**config.mk**
```make
export PLATFORM = sky130hd
export DESIGN_NAME = rv32i_mc_sequencer_flat
export DESIGN_NICKNAME = d
export VERILOG_FILES = /design/src/rtl/rv32i_mc_sequencer_pkg.sv /design/src/rtl/rv32i_mc_sequencer_if.sv /design/src/rtl/rv32i_mc_sequencer_watchdog.sv /design/src/rtl/rv32i_mc_sequencer.sv /design/src/flat_wrapper.sv
export SDC_FILE = /design/constraint.sdc
export NUM_CORES = 1
export LEC_CHECK = 0
export CAP_MARGIN = 20
export CORE_UTILIZATION = 25
export DETAILED_ROUTE_END_ITERATION = 10
export GPL_ROUTABILITY_DRIVEN = 0
export MAX_ROUTING_LAYER = met4
export PLACE_DENSITY = 0.57
export SLEW_MARGIN = 15
export SYNTH_ARGS = -nofsm -noshare
export SYNTH_HDL_FRONTEND = slang
export SYNTH_SLANG_ARGS = --single-unit
export TNS_END_PERCENT = 1
```
**constraint.sdc**
```tcl
create_clock -name clk -period 2.84 [get_ports clk]
set_input_delay 0.568 -clock clk [delete_from_list [all_inputs] [get_ports clk]]
set_output_delay 0.568 -clock clk [all_outputs]
set_load 0.005 [all_outputs]
```
**src/rtl/rv32i_mc_sequencer_pkg.sv**
```systemverilog
// Shared types for the RV32I multi-cycle sequencer: state encodings and the
// base-ISA major opcodes it needs to tell apart.
package rv_seq_pkg;

    typedef enum logic [2:0] {
        StIdle   = 3'd0,
        StFetch  = 3'd1,
        StDecode = 3'd2,
        StExec   = 3'd3,
        StMem    = 3'd4,
        StWb     = 3'd5,
        StHalt   = 3'd7
    } state_t;

    localparam logic [6:0] OP_R      = 7'b0110011;
    localparam logic [6:0] OP_I      = 7'b0010011;
    localparam logic [6:0] OP_LOAD   = 7'b0000011;
    localparam logic [6:0] OP_STORE  = 7'b0100011;
    localparam logic [6:0] OP_BRANCH = 7'b1100011;
    localparam logic [6:0] OP_JALR   = 7'b1100111;
    localparam logic [6:0] OP_JAL    = 7'b1101111;
    localparam logic [6:0] OP_LUI    = 7'b0110111;
    localparam logic [6:0] OP_AUIPC  = 7'b0010111;

    function automatic logic is_legal_op(input logic [6:0] op);
        logic legal;
        legal = 1'b0;
        case (op)
            OP_R, OP_I, OP_LOAD, OP_STORE, OP_BRANCH,
            OP_JALR, OP_JAL, OP_LUI, OP_AUIPC: legal = 1'b1;
            default: legal = 1'b0;
        endcase
        return legal;
    endfunction

endpackage

```
**src/rtl/rv32i_mc_sequencer_if.sv**
```systemverilog
// Instruction and data memory request/ack handshakes between the sequencer
// (master) and the memory side (slave).
interface rv32i_mc_sequencer_if;
    logic imem_req;
    logic imem_ack;
    logic dmem_req;
    logic dmem_we;
    logic dmem_ack;

    modport master (output imem_req, output dmem_req, output dmem_we,
                    input imem_ack, input dmem_ack);
    modport slave  (input imem_req, input dmem_req, input dmem_we,
                    output imem_ack, output dmem_ack);
endinterface

```
**src/rtl/rv32i_mc_sequencer_watchdog.sv**
```systemverilog
// Ack watchdog shared by the fetch and data-memory waits; expired flags the
// last permissible wait cycle passing without an ack.
module rv_ack_watchdog #(
    parameter int unsigned TIMEOUT = 16
) (
    input  logic clk,
    input  logic rst,
    input  logic clear,
    input  logic run,
    input  logic ack,
    output logic expired
);
    localparam int unsigned TW = $clog2(TIMEOUT + 1);

    logic [TW-1:0] count_q, count_d;

    always_comb begin
        count_d = count_q;
        if (clear) begin
            count_d = '0;
        end else if (run && !ack) begin
            count_d = count_q + 1'b1;
        end
    end

    always_ff @(posedge clk or posedge rst) begin
        if (rst) begin
            count_q <= '0;
        end else begin
            count_q <= count_d;
        end
    end

    // A same-cycle ack always beats expiry.
    assign expired = run && !ack && (count_q == TW'(TIMEOUT - 1));

endmodule

```
**src/rtl/rv32i_mc_sequencer.sv**
```systemverilog
// Multi-cycle control sequencer: decides when IR, PC and register file update
// and drives the memory handshakes; halts on illegal opcode or bus timeout.
module rv32i_mc_sequencer
    import rv_seq_pkg::*;
#(
    parameter int unsigned TIMEOUT = 16
) (
    input  logic                     clk,
    input  logic                     rst,
    input  logic [6:0]               opcode,
    rv32i_mc_sequencer_if.master     bus,
    output logic                     ir_we,
    output logic                     pc_we,
    output logic                     rf_we,
    output logic                     retire,
    output logic [2:0]               stage,
    output logic                     halted,
    output logic                     illegal,
    output logic                     bus_err
);
    state_t state_q, state_d;
    logic   illegal_q, bus_err_q;
    logic   set_illegal, set_bus_err;
    logic   wd_run, wd_ack, wd_clear, wd_expired;

    assign wd_run   = (state_q == StFetch) || (state_q == StMem);
    assign wd_ack   = (state_q == StFetch) ? bus.imem_ack : bus.dmem_ack;
    // Every state change restarts the count, so each wait starts from zero.
    assign wd_clear = (state_d != state_q);

    rv_ack_watchdog #(
        .TIMEOUT (TIMEOUT)
    ) u_watchdog (
        .clk     (clk),
        .rst     (rst),
        .clear   (wd_clear),
        .run     (wd_run),
        .ack     (wd_ack),
        .expired (wd_expired)
    );

    always_comb begin
        state_d      = state_q;
        ir_we        = 1'b0;
        pc_we        = 1'b0;
        rf_we        = 1'b0;
        retire       = 1'b0;
        bus.imem_req = 1'b0;
        bus.dmem_req = 1'b0;
        bus.dmem_we  = 1'b0;
        set_illegal  = 1'b0;
        set_bus_err  = 1'b0;
        unique case (state_q)
            StIdle: state_d = StFetch;
            StFetch: begin
                bus.imem_req = 1'b1;
                if (bus.imem_ack) begin
                    ir_we   = 1'b1;
                    state_d = StDecode;
                end else if (wd_expired) begin
                    set_bus_err = 1'b1;
                    state_d     = StHalt;
                end
            end
            StDecode: begin
                if (is_legal_op(opcode)) begin
                    state_d = StExec;
                end else begin
                    set_illegal = 1'b1;
                    state_d     = StHalt;
                end
            end
            StExec: begin
                state_d = (opcode == OP_LOAD || opcode == OP_STORE) ? StMem : StWb;
            end
            StMem: begin
                bus.dmem_req = 1'b1;
                bus.dmem_we  = (opcode == OP_STORE);
                if (bus.dmem_ack) begin
                    if (opcode == OP_STORE) begin
                        // Stores retire straight from MEM, nothing to write back.
                        pc_we   = 1'b1;
                        retire  = 1'b1;
                        state_d = StFetch;
                    end else begin
                        state_d = StWb;
                    end
                end else if (wd_expired) begin
                    set_bus_err = 1'b1;
                    state_d     = StHalt;
                end
            end
            StWb: begin
                pc_we   = 1'b1;
                retire  = 1'b1;
                rf_we   = (opcode != OP_BRANCH);
                state_d = StFetch;
            end
            StHalt: state_d = StHalt;
            default: state_d = StHalt;
        endcase
    end

    always_ff @(posedge clk or posedge rst) begin
        if (rst) begin
            state_q   <= StIdle;
            illegal_q <= 1'b0;
            bus_err_q <= 1'b0;
        end else begin
            state_q <= state_d;
            if (set_illegal) illegal_q <= 1'b1;
            if (set_bus_err) bus_err_q <= 1'b1;
        end
    end

    assign stage   = state_q;
    assign halted  = (state_q == StHalt);
    assign illegal = illegal_q;
    assign bus_err = bus_err_q;

endmodule

```
**src/flat_wrapper.sv**
```systemverilog
// flat-port wrapper written by rule: the top's interface ports become plain ports
module rv32i_mc_sequencer_flat import rv_seq_pkg::*;
#(
    parameter int unsigned TIMEOUT = 16
)
  (clk, rst, opcode, ir_we, pc_we, rf_we, retire, stage, halted, illegal, bus_err, bus_imem_req, bus_dmem_req, bus_dmem_we, bus_imem_ack, bus_dmem_ack);
  rv32i_mc_sequencer_if bus_i ();
  input  logic clk;
  input  logic rst;
  input  logic [6:0] opcode;
  output logic ir_we;
  output logic pc_we;
  output logic rf_we;
  output logic retire;
  output logic [2:0] stage;
  output logic halted;
  output logic illegal;
  output logic bus_err;
  output wire logic [$bits(bus_i.imem_req)-1:0] bus_imem_req;
  output wire logic [$bits(bus_i.dmem_req)-1:0] bus_dmem_req;
  output wire logic [$bits(bus_i.dmem_we)-1:0] bus_dmem_we;
  input wire logic [$bits(bus_i.imem_ack)-1:0] bus_imem_ack;
  input wire logic [$bits(bus_i.dmem_ack)-1:0] bus_dmem_ack;
  assign bus_imem_req = bus_i.imem_req;
  assign bus_dmem_req = bus_i.dmem_req;
  assign bus_dmem_we = bus_i.dmem_we;
  assign bus_i.imem_ack = bus_imem_ack;
  assign bus_i.dmem_ack = bus_dmem_ack;
  rv32i_mc_sequencer #(.TIMEOUT(TIMEOUT)) u_core (.clk(clk), .rst(rst), .opcode(opcode), .bus(bus_i), .ir_we(ir_we), .pc_we(pc_we), .rf_we(rf_we), .retire(retire), .stage(stage), .halted(halted), .illegal(illegal), .bus_err(bus_err));
endmodule
```
==> results of run 1 <==
## worst paths after layout
kind | start | endpoint | slack (ns) | depth (start not counted)
worst max-delay path | opcode[0] | rf_we | 0.06 | 5
worst min-delay path | u_core.bus_err$_DFFE_PP0P_ | u_core.bus_err$_DFFE_PP0P_ | 0.47 | 1
worst max register to register | u_core.u_watchdog.count_q[0]$_DFFE_PP0P_ | u_core.u_watchdog.count_q[4]$_DFFE_PP0P_ | 0.93 | 8
worst min register to register | u_core.bus_err$_DFFE_PP0P_ | u_core.bus_err$_DFFE_PP0P_ | 0.47 | 1
max in group asynchronous | rst | u_core.illegal$_DFFE_PP0P_ | 2.00 | 2
min in group asynchronous | rst | u_core.u_watchdog.count_q[3]$_DFFE_PP0P_ | 0.57 | 2
## flip-flops by register name, indices dropped and copies added, names as in the netlist
name	flops
u_core.u_watchdog.count_q	5
u_core.illegal	1
u_core.bus_err	1
u_core.stage	3
## cell type report
class                           count  share of cell area (%)
Multi-Input combinational cell     58                    38.0
Tap cell                           30                    3.60
Inverter                            3                    1.08
Timing Repair Buffer               33                    29.9
Clock buffer                        4                    3.48
Sequential cell                    10                    24.0
## layout by cell type (no fill, tap or decap), types with 2 or more instances in the layout
cell type / n
nand2b_1: 2
dlymetal6s2s_1: 3
xor2_1: 2
buf_4: 10
nor2_1: 12
a21oi_1: 2
o21ai_0: 2
nor4b_2: 2
clkbuf_4: 3
or4_1: 2
nor2b_1: 3
a211oi_1: 2
nand2_1: 7
clkdlybuf4s50_1: 19
inv_1: 3
a31oi_1: 2
dfrtp_1: 10
and3_1: 2
or2_1: 2
## power by group through the flow
| stage | registers (µW) | clock network (µW) | logic, µW |
|---|---|---|---|
| after floorplan | 201 | 0 | 289 |
| after global placement | 248 | 0 | 419 |
| after detailed placement | 248 | 0 | 419 |
| after CTS | 243 | 134 | 426 |
| after global routing | 254 | 141 | 462 |
| final | 245 | 127 | 421 |
## routing by layer
metal	share of wire [%]	track usage (%)	vias to the layer above
li1	-	-	331
met1	47	16.6	296
met2	47	19.7	15
met3	4.7	5.00	4
met4	1.0	5.56	0
met5	0	-	-
## per-stage QoR
stage	instances	TNS, ns	power (µW)
3_5_place_dp	132	0	668
5_1_grt	138	-0.0308	857
3_3_place_gp	132	0	666
2_1_floorplan	76	0	490
4_1_cts	138	0	803
6_report	138	0	793
## cell families after synthesis
group,Yosys count
and+or+nand+nor,36
AOI/OAI and AO/OA,16
DFF,10
buffers and inverters,8
xor gates and xnor gates,3
adders and majority gates,2
muxes,1
## worst max-delay path: stages
cell and delay [ns]:
clkdlybuf4s50_1 0.47, nand2_1 0.07, or4_1 0.42, o211a_1 0.23, clkdlybuf4s50_1 0.45
## repair_timing
item | 4_1_cts | 5_1_grt
setup buffers | 2 | 0
resized for setup | 2 | 5
endpoints found under the setup margin | 1 | 3
pin swaps | 1 | 3
gates cloned | 0 | 0
hold buffers | 0 | 0
==> impl_metrics.tcl, run 1 <==
set metrics [dict create \
    setup_slack_ns 0.0586 \
    dp_hpwl_mm 1.24 \
    cp_max_fo 2 \
    synth_area_leaders "dfrtp_1 (36%), nor2_1 (6.5%), buf_6 (4.9%), nor4b_2 (4.4%), nand2_1 (3.8%)" \
    routed_wl_mm 1.64 \
    synth_compound_area_share_pct 16.7 \
    synth_xor_area_share_pct 3.81 \
    power_frac_seq_pct 30.9 \
    fmax_ghz 0.360 \
    dieArea_um2 2970 \
    synth_top_area_share_pct 36.3 \
    p_per_area_nw_per_um2 760 \
    grt_pass1_wl_mm 2.69 \
    slew_headroom_pct 69.5 \
    numCtsBuffers 3 \
    utilization_pct 41.0 \
    synth-edff-count 0 \
    fillerInstances 262 \
    tightest_slew_ns 0.453 \
    yosysWarnings 0 \
    syn_nets 89 \
    power.leakage_uw 0.000486 \
    synth_area_um2 689 \
    synthMuxAreaShare_pct 1.45 \
    hold_class "reg2reg" \
    ios 24 \
    synthArstFlopShare_pct 100 \
    core_region_area_um2 2540 \
    diodes 0 \
    cp-end-kind "output pin" \
    detail-route-antenna-nets 0 \
    setup_viol 0 \
    synth_top_area_cell "dfrtp_1" \
    fin_crit_sh_pct 97.9 \
    hold_ws_ns 0.466 \
    die_h_um 54.5 \
    syn_area_per_cell_um2 9.07 \
    worstSkewPairLatency_ns 0.26 \
    intPower_uw 507 \
    dr.pass1.iters 4 \
    placed_cell_area_um2 968 \
    synthDistinctLibCells 32 \
    fin_worst_skew_ns 0.000629 \
    io_buffers 23 \
    rows 18 \
    drt_drc_violations_left 0 \
    grt_pass1_vias 630 \
    drtIter0Drc 6 \
    clockPowerShare_pct 16.0 \
    timing_hold_violations_final 0 \
    route.vias.total 646 \
    cts-root-buf "clkbuf_4" \
    clkTransAtPathRegs_ns 0.06 \
    slew_viol_final 0 \
    switching_share_pct 36.1 \
    critPathArrivalTime_ns 2.21 \
    peakVddDrop_mv 0.438 \
    syn_to_final_growth_pct 51.4 \
    status "complete, no violations" \
    place_ws_ns 0.0177 \
    drv_cap 0 \
    grtUsageTotal_pct 13.5 \
    cts_buffer_depth 2 \
    required_ns 2.27 \
    nets 122 \
    seq_area_um2 250 \
    yosys.cell_count.top_type "nor2_1" \
    wire_per_inst_um 11.9 \
    fin_crit_ns 2.78 \
    cts_tree "done" \
    cts.sinks 10 \
    fin_area_um2 1040 \
    worstSetupPathType "in2out" \
    overflow 0 \
    synth-seq-area-share_pct 36.3 \
    viasPerCell 4.68 \
    drive_gt1_share_pct 18.5 \
    synthTopCellsByCount "nor2_1 (12), dfrtp_1 (10), nand2_1 (7)" \
    synth_top_family_by_area "simple AND/OR/NAND/NOR gates" \
    multi_input_area_um2 397 \
    synth_adder_area_share_pct 3.63 \
    initial_core_util_pct 27.1 \
    syn_inst 76 \
    p_comb_share_pct 53.1 \
    yosys_register_bits 10 \
    power.switching_uw 286 \
    grt_max_degree 13 \
    antenna_found_initial 0 \
    die_w_um 54.5 \
    critPathLaunchType "primary input" \
    htreeDepth 1 \
    yosys.area_share.simple_pct 29.4 \
    synth_ff_type "dfrtp_1" \
]
Power figures use the tool's default switching activity.
==> inputs of run 2 (changes only) <==
CTS_CLUSTER_SIZE = 8   (was not set)
SLEW_MARGIN = 20   (was 15)
==> results of run 2 <==
The final DEF is identical to that of run 1; final timing and power are the same.
==> inputs of run 3 (changes only) <==
PLACE_DENSITY = 0.56   (was 0.57)
SYNTH_HIERARCHICAL = 1   (was not set)
==> run 3 against run 2 <==
The run now ends with DRC left. Worst hold slack improved by 0.0029 ns. Routed wire length grew 14%. Global-route usage is 0.60 points lower. Die area grew 10%. Largest cell class unchanged. Highest routed layer is now met3.
==> impl_metrics.tcl, run 3 <==
set metrics [dict create \
    synthTopCellsByCount "dfrtp_1 (10), inv_1 (10), nor2_1 (9)" \
    htreeDepth 1 \
    yosysWarnings 6 \
    cts_tree "done" \
    cts_hold_buf 0 \
    yosys_register_bits 10 \
    cts.sinks 10 \
    synth_xor_area_share_pct 2.30 \
    status "finished, violations left" \
    dp_hpwl_mm 1.51 \
    synth-edff-count 0 \
    clockPowerShare_pct 15.1 \
    cts-root-buf "clkbuf_4" \
    cp_max_fo 3 \
    synth_compound_area_share_pct 16.7 \
    yosys.area_share.simple_pct 28.9 \
    grt_pass1_vias 748 \
    synthArstFlopShare_pct 100 \
    cp-startpoint "bus_dmem_ack" \
    numCtsBuffers 3 \
    fin_worst_skew_ns 0.000986 \
    slew_viol_final 0 \
    drt_drc_violations_left 2 \
    ios 24 \
    timing_hold_violations_final 0 \
    power.switching_uw 320 \
    antenna_found_initial 0 \
    grt_pass1_wl_mm 3.14 \
    place_ws_ns 0.0889 \
    hold_class "reg2reg" \
    worstSetupPathType "in2out" \
    peakVddDrop_mv 0.282 \
    slew_headroom_pct 78.2 \
    final_common_cell "clkdlybuf4s50_1" \
    critPathArrivalTime_ns 2.16 \
    detail-route-antenna-nets 0 \
    placed_cell_area_um2 1050 \
    dieArea_um2 3270 \
    p_comb_share_pct 61.5 \
    syn_area_per_cell_um2 9.18 \
    cp-end-kind "output pin" \
    initial_core_util_pct 26.9 \
    fin_crit_sh_pct 96.1 \
    syn_to_final_growth_pct 42.7 \
    nets 127 \
    power.leakage_uw 0.000503 \
    synthDistinctLibCells 41 \
    cts.repair.resized 0 \
    rows 19 \
    diodes 0 \
    die_h_um 57.2 \
    synth_area_leaders "dfrtp_1 (33%), inv_1 (4.9%), nor2_1 (4.4%), mux2_4 (3.9%), a21oi_1 (3.3%)" \
    synth_adder_area_share_pct 3.28 \
    synth_top_area_share_pct 32.8 \
    overflow 0 \
    fmax_ghz 0.366 \
    route.vias.total 692 \
    viasPerCell 4.81 \
    fin_area_um2 1090 \
    violations "DRC" \
    drv_cap 0 \
    power_frac_seq_pct 23.5 \
    synth-seq-area-share_pct 32.8 \
    p_per_area_nw_per_um2 801 \
    synth_top_area_cell "dfrtp_1" \
    synth_top_family_by_area "simple AND/OR/NAND/NOR gates" \
    core_region_area_um2 2830 \
    fin_crit_ns 2.73 \
    min_from "u_core/illegal$_DFFE_PP0P_" \
    grt_max_degree 10 \
    switching_share_pct 36.7 \
    cts_buffer_depth 2 \
    setup_viol 0 \
    dr.pass1.iters 7 \
    hold_ws_ns 0.469 \
    syn_inst 83 \
    io_buffers 23 \
    mostFrequentLayoutCells "clkdlybuf4s50_1 (23), inv_1 (10), dfrtp_1 (10), nor2_1 (9), buf_4 (8)" \
    grtUsageTotal_pct 12.9 \
    r2r-start "u_core/stage[1]$_DFF_PP0_" \
    cts_setup_buffers 0 \
    tns_ns 0 \
    routed_wl_mm 1.87 \
    tightest_slew_ns 0.319 \
    setup_slack_ns 0.111 \
    synth_ff_type "dfrtp_1" \
    wire_per_inst_um 13.0 \
    required_ns 2.27 \
    clkTransAtPathRegs_ns 0.07 \
    drtIter0Drc 11 \
    drive_gt1_share_pct 20.4 \
    synthMuxAreaShare_pct 5.25 \
    critPathLaunchType "primary input" \
    synth_area_um2 762 \
    largest_reg_flops 5 \
    die_w_um 57.2 \
    rsz0062_at_grt "no" \
    syn_nets 96 \
    intPower_uw 551 \
    worstSkewPairLatency_ns 0.27 \
    total_power_uw 871 \
    largest_register "u_core/u_watchdog/count_q" \
]
==> run 3: area by class of cell <==
type,instances,area (µm²)
Inverter,11,41.3
Timing Repair Buffer,31,290
Clock buffer,4,36.3
Fill cell,276,1740
Multi-Input combinational cell,57,430
Sequential cell,10,250
Tap cell,31,38.8
==> run 3: path summary, 6_finish.rpt <==
check	end	slack (ns)	cells after the start
worst max-delay path	pc_we	0.11	5
worst min register to register	u_core/illegal$_DFFE_PP0P_	0.47	2
worst max register to register	u_core/u_watchdog/count_q[3]$_DFFE_PP0P_	0.52	11
worst min-delay path	u_core/illegal$_DFFE_PP0P_	0.47	2
max in group asynchronous	u_core/u_watchdog/count_q[4]$_DFFE_PP0P_	2.12	2
min in group asynchronous	u_core/bus_err$_DFFE_PP0P_	0.53	2
==> run 3: critical path: stages <==
cell             delay [ns]
clkdlybuf4s50_1        0.47
nor4bb_1               0.27
a41oi_1                0.14
nor2_1                 0.18
clkdlybuf4s50_1        0.53
==> run 3: metrics by stage <==
stage	cells	util [%]
2_1_floorplan	83	-
3_3_place_gp	140	37.2
3_5_place_dp	140	37.2
4_1_cts	144	38.4
5_1_grt	144	38.4
6_report	144	38.4
==> run 3: kinds of logic after synthesis <==
logic type | after synthesis
and+or+nand+nor | 32
AOI/OAI and AO/OA | 18
buffers and inverters | 16
DFF | 10
muxes | 3
xor gates and xnor gates | 2
adders and majority gates | 2
==> run 3: power by group through the flow <==
| stage | Clock (µW) | Combinational [µW] | Sequential [µW] |
|---|---|---|---|
| after floorplan | 0 | 319 | 210 |
| after global placement | 0 | 539 | 205 |
| after detailed placement | 0 | 540 | 207 |
| after CTS | 137 | 542 | 205 |
| after global routing | 148 | 585 | 211 |
| final | 131 | 535 | 205 |
==> run 3: per-layer routing <==
metal,routed length [µm],vias up,track usage (%)
met5,0,-,-
met4,0,0,3.14
met3,80,0,3.40
met2,999,19,24.5
met1,788,321,13.0
li1,-,352,-
==> variant, RTL diff (flow settings as in run 3) <==
`TIMEOUT` is set to 16 in 3 places; all go to 8.
--- a/src/rtl/rv32i_mc_sequencer_watchdog.sv
+++ b/src/rtl/rv32i_mc_sequencer_watchdog.sv
@@ -1,7 +1,7 @@
 // Ack watchdog shared by the fetch and data-memory waits; expired flags the
 // last permissible wait cycle passing without an ack.
 module rv_ack_watchdog #(
-    parameter int unsigned TIMEOUT = 16
+    parameter int unsigned TIMEOUT = 8
 ) (
     input  logic clk,
     input  logic rst,
--- a/src/rtl/rv32i_mc_sequencer.sv
+++ b/src/rtl/rv32i_mc_sequencer.sv
@@ -3,7 +3,7 @@
 module rv32i_mc_sequencer
     import rv_seq_pkg::*;
 #(
-    parameter int unsigned TIMEOUT = 16
+    parameter int unsigned TIMEOUT = 8
 ) (
     input  logic                     clk,
     input  logic                     rst,
--- a/src/flat_wrapper.sv
+++ b/src/flat_wrapper.sv
@@ -1,7 +1,7 @@
 // flat-port wrapper written by rule: the top's interface ports become plain ports
 module rv32i_mc_sequencer_flat import rv_seq_pkg::*;
 #(
-    parameter int unsigned TIMEOUT = 16
+    parameter int unsigned TIMEOUT = 8
 )
   (clk, rst, opcode, ir_we, pc_we, rf_we, retire, stage, halted, illegal, bus_err, bus_imem_req, bus_dmem_req, bus_dmem_we, bus_imem_ack, bus_dmem_ack);
   rv32i_mc_sequencer_if bus_i ();
Formal check against the unedited RTL: not equivalent (Yosys sat finds a counterexample within 10 cycles, from zero or initial values and one cycle with rst high).
==> variant against run 3 <==
  * Sequential share of layout area fell by 0.85 points
  * Setup slack got worse by 32 ps
  * Clock skew barely moved
  * Cell area fell by 6.6%
  * Sequential cell count fell by 1
  * Synthesized area fell by 11%
  * First-iteration DRC count did not move
  * Routed wire length fell by 12%
  * Total power fell by 12%
  * Core utilization rose by 1.8 points
  * Combinational power fell by 10%
  * Die area fell by 11%
  * Count of clock-buffer cells in the layout did not move
  * Non-clock buffer count fell by 1
  * Largest power group unchanged
  * Highest routed layer unchanged
==> variant: results (changes against run 3) <==
stage,metric,value,unit,change
cts,H-tree levels,1,,unchanged
yosys,Synth cell types,40,,was 41
grt,Global Route Usage Sum,0.131,,was 0.129
finish,max reg flops,4,,was 5
finish,Signal inverters,10,,was 11
detailed_routing,WL met1,802,µm,was 788 µm
grt,largest net degree at the start of global routing,13,,was 10
yosys,synthesized area,678,µm²,was 762 µm²
detailed_routing,DRT Pass-1 Iters,4,,was 7
finish,buffering overhead,0.283,,was 0.267
worst_hold_path,Hold Crit Endpoint,u_core/bus_err$_DFFE_PP0P_,,was u_core/illegal$_DFFE_PP0P_
yosys,sequential-to-total area share from yosys stat,0.332,,was 0.328
pwr,P_sw,0.281,mW,was 0.320 mW
worst_hold_path,worst hold stages,1,,was 2
setup_path,reg2reg start,u_core/stage[2]$_DFF_PP0_,,was u_core/stage[1]$_DFF_PP0_
cts,clock slew at reported path FFs,60,ps,
setup_path,Crit path arrival time,2190,ps,was 2160 ps
grt,vias in the first global route,646,,was 748
finish,share of cells above drive strength 1,0.198,,was 0.204
worst_hold_path,HP Start,u_core/bus_err$_DFFE_PP0P_,,was u_core/illegal$_DFFE_PP0P_
pwr,Final Total Pwr,0.764,mW,was 0.871 mW
detailed_routing,via/cell ratio,4.82,,was 4.81
cts,postcts setup bufs,0,,unchanged
finish,Non-Filler Instances,136,,was 144
placed_design,Area after DPL,970,µm²,was 1050 µm²
yosys,cells after synthesis,76,,was 83
yosys,Synth Net Count,88,,was 96
finish,Area growth syn-to-layout,49.8,%,was 42.7%
yosys,"top cells by area, synth","dfrtp_1 33%, inv_1 5.0%, nor2_1 4.4%",,"was dfrtp_1 33%, inv_1 4.9%, nor2_1 4.4%"
grt,first-pass GRT wire length,2.64,mm,was 3.14 mm
placed_design,Setup WS pre-CTS,33.0,ps,was 88.9 ps
placed_design,Post-DP HPWL,1.25,mm,was 1.51 mm
floorplan,Initial Util,0.269,,about the same
timing,final hold slack,486,ps,was 469 ps
finish,nets,119,,was 127
timing,worst slew pin tran,366,ps,was 319 ps
grt,met1 global-route usage,0.150,,was 0.130
pwr,Clk pwr share,0.128,,was 0.151
grt,met3 Usage GRT,0.0593,,was 0.0340
detailed_routing,drt wl/cell,12.0,µm,was 13.0 µm
finish,FF/Latch Area,225,µm²,was 250 µm²
finish,multi-input gates,53,,was 57
setup_path,Reg2Reg Setup Slack,270,ps,was 520 ps
outcome,status,"complete, no violations",,"was finished, violations left"
finish,fill count,285,,was 276
pwr,VDD IR max,0.000451,V,was 0.000282 V
pwr,Leakage,0.480,nW,was 0.503 nW
finish,Plain + repair buffers,30,,was 31
yosys,most instantiated cells after synthesis,"9 x dfrtp_1, 9 x inv_1, 8 x nor2_1",,"was 10 x dfrtp_1, 10 x inv_1, 9 x nor2_1"
finish,FF+latch count,9,,was 10
finish,clk tree area frac,0.0259,,was 0.0334
setup_path,reg2reg path depth,10,,was 11
pwr,Flop+latch power,0.186,mW,was 0.205 mW
detailed_routing,met2 routed WL,744,µm,was 999 µm
finish,area of the multi-input gates,402,µm²,was 430 µm²
grt,GRT met2 Usage,0.210,,was 0.245
variant: worst max-delay path by stage:
stage / slack [ps] / startpoint / end
after global routing: 3 / opcode[6] / retire
after CTS: 5 / bus_dmem_ack / pc_we
after detailed placement: 30 / bus_dmem_ack / pc_we
after global placement: 30 / bus_dmem_ack / pc_we
after floorplan: 200 / u_core/stage[1]$_DFF_PP0_ / u_core/u_watchdog/count_q[3]$_DFFE_PP0P_
final: 80 / opcode[6] / retire
variant: logic make-up (layout without fill, tap and decap cells):
logic type | after synthesis | count (layout) | synth area share
simple gates | 30 | 30 | 0.295
compound gates | 17 | 17 | 0.177
buf+inv | 14 | 44 | 0.0978
flops | 9 | 9 | 0.332
mux | 3 | 3 | 0.0535
xor+xnor | 2 | 2 | 0.0258
fa+ha+maj | 1 | 1 | 0.0184
variant: repair_timing:
action / CTS / global route
setup endpoints to repair: 0 / 2
resized for setup: 0 / 4
hold buffers: 0 / 0
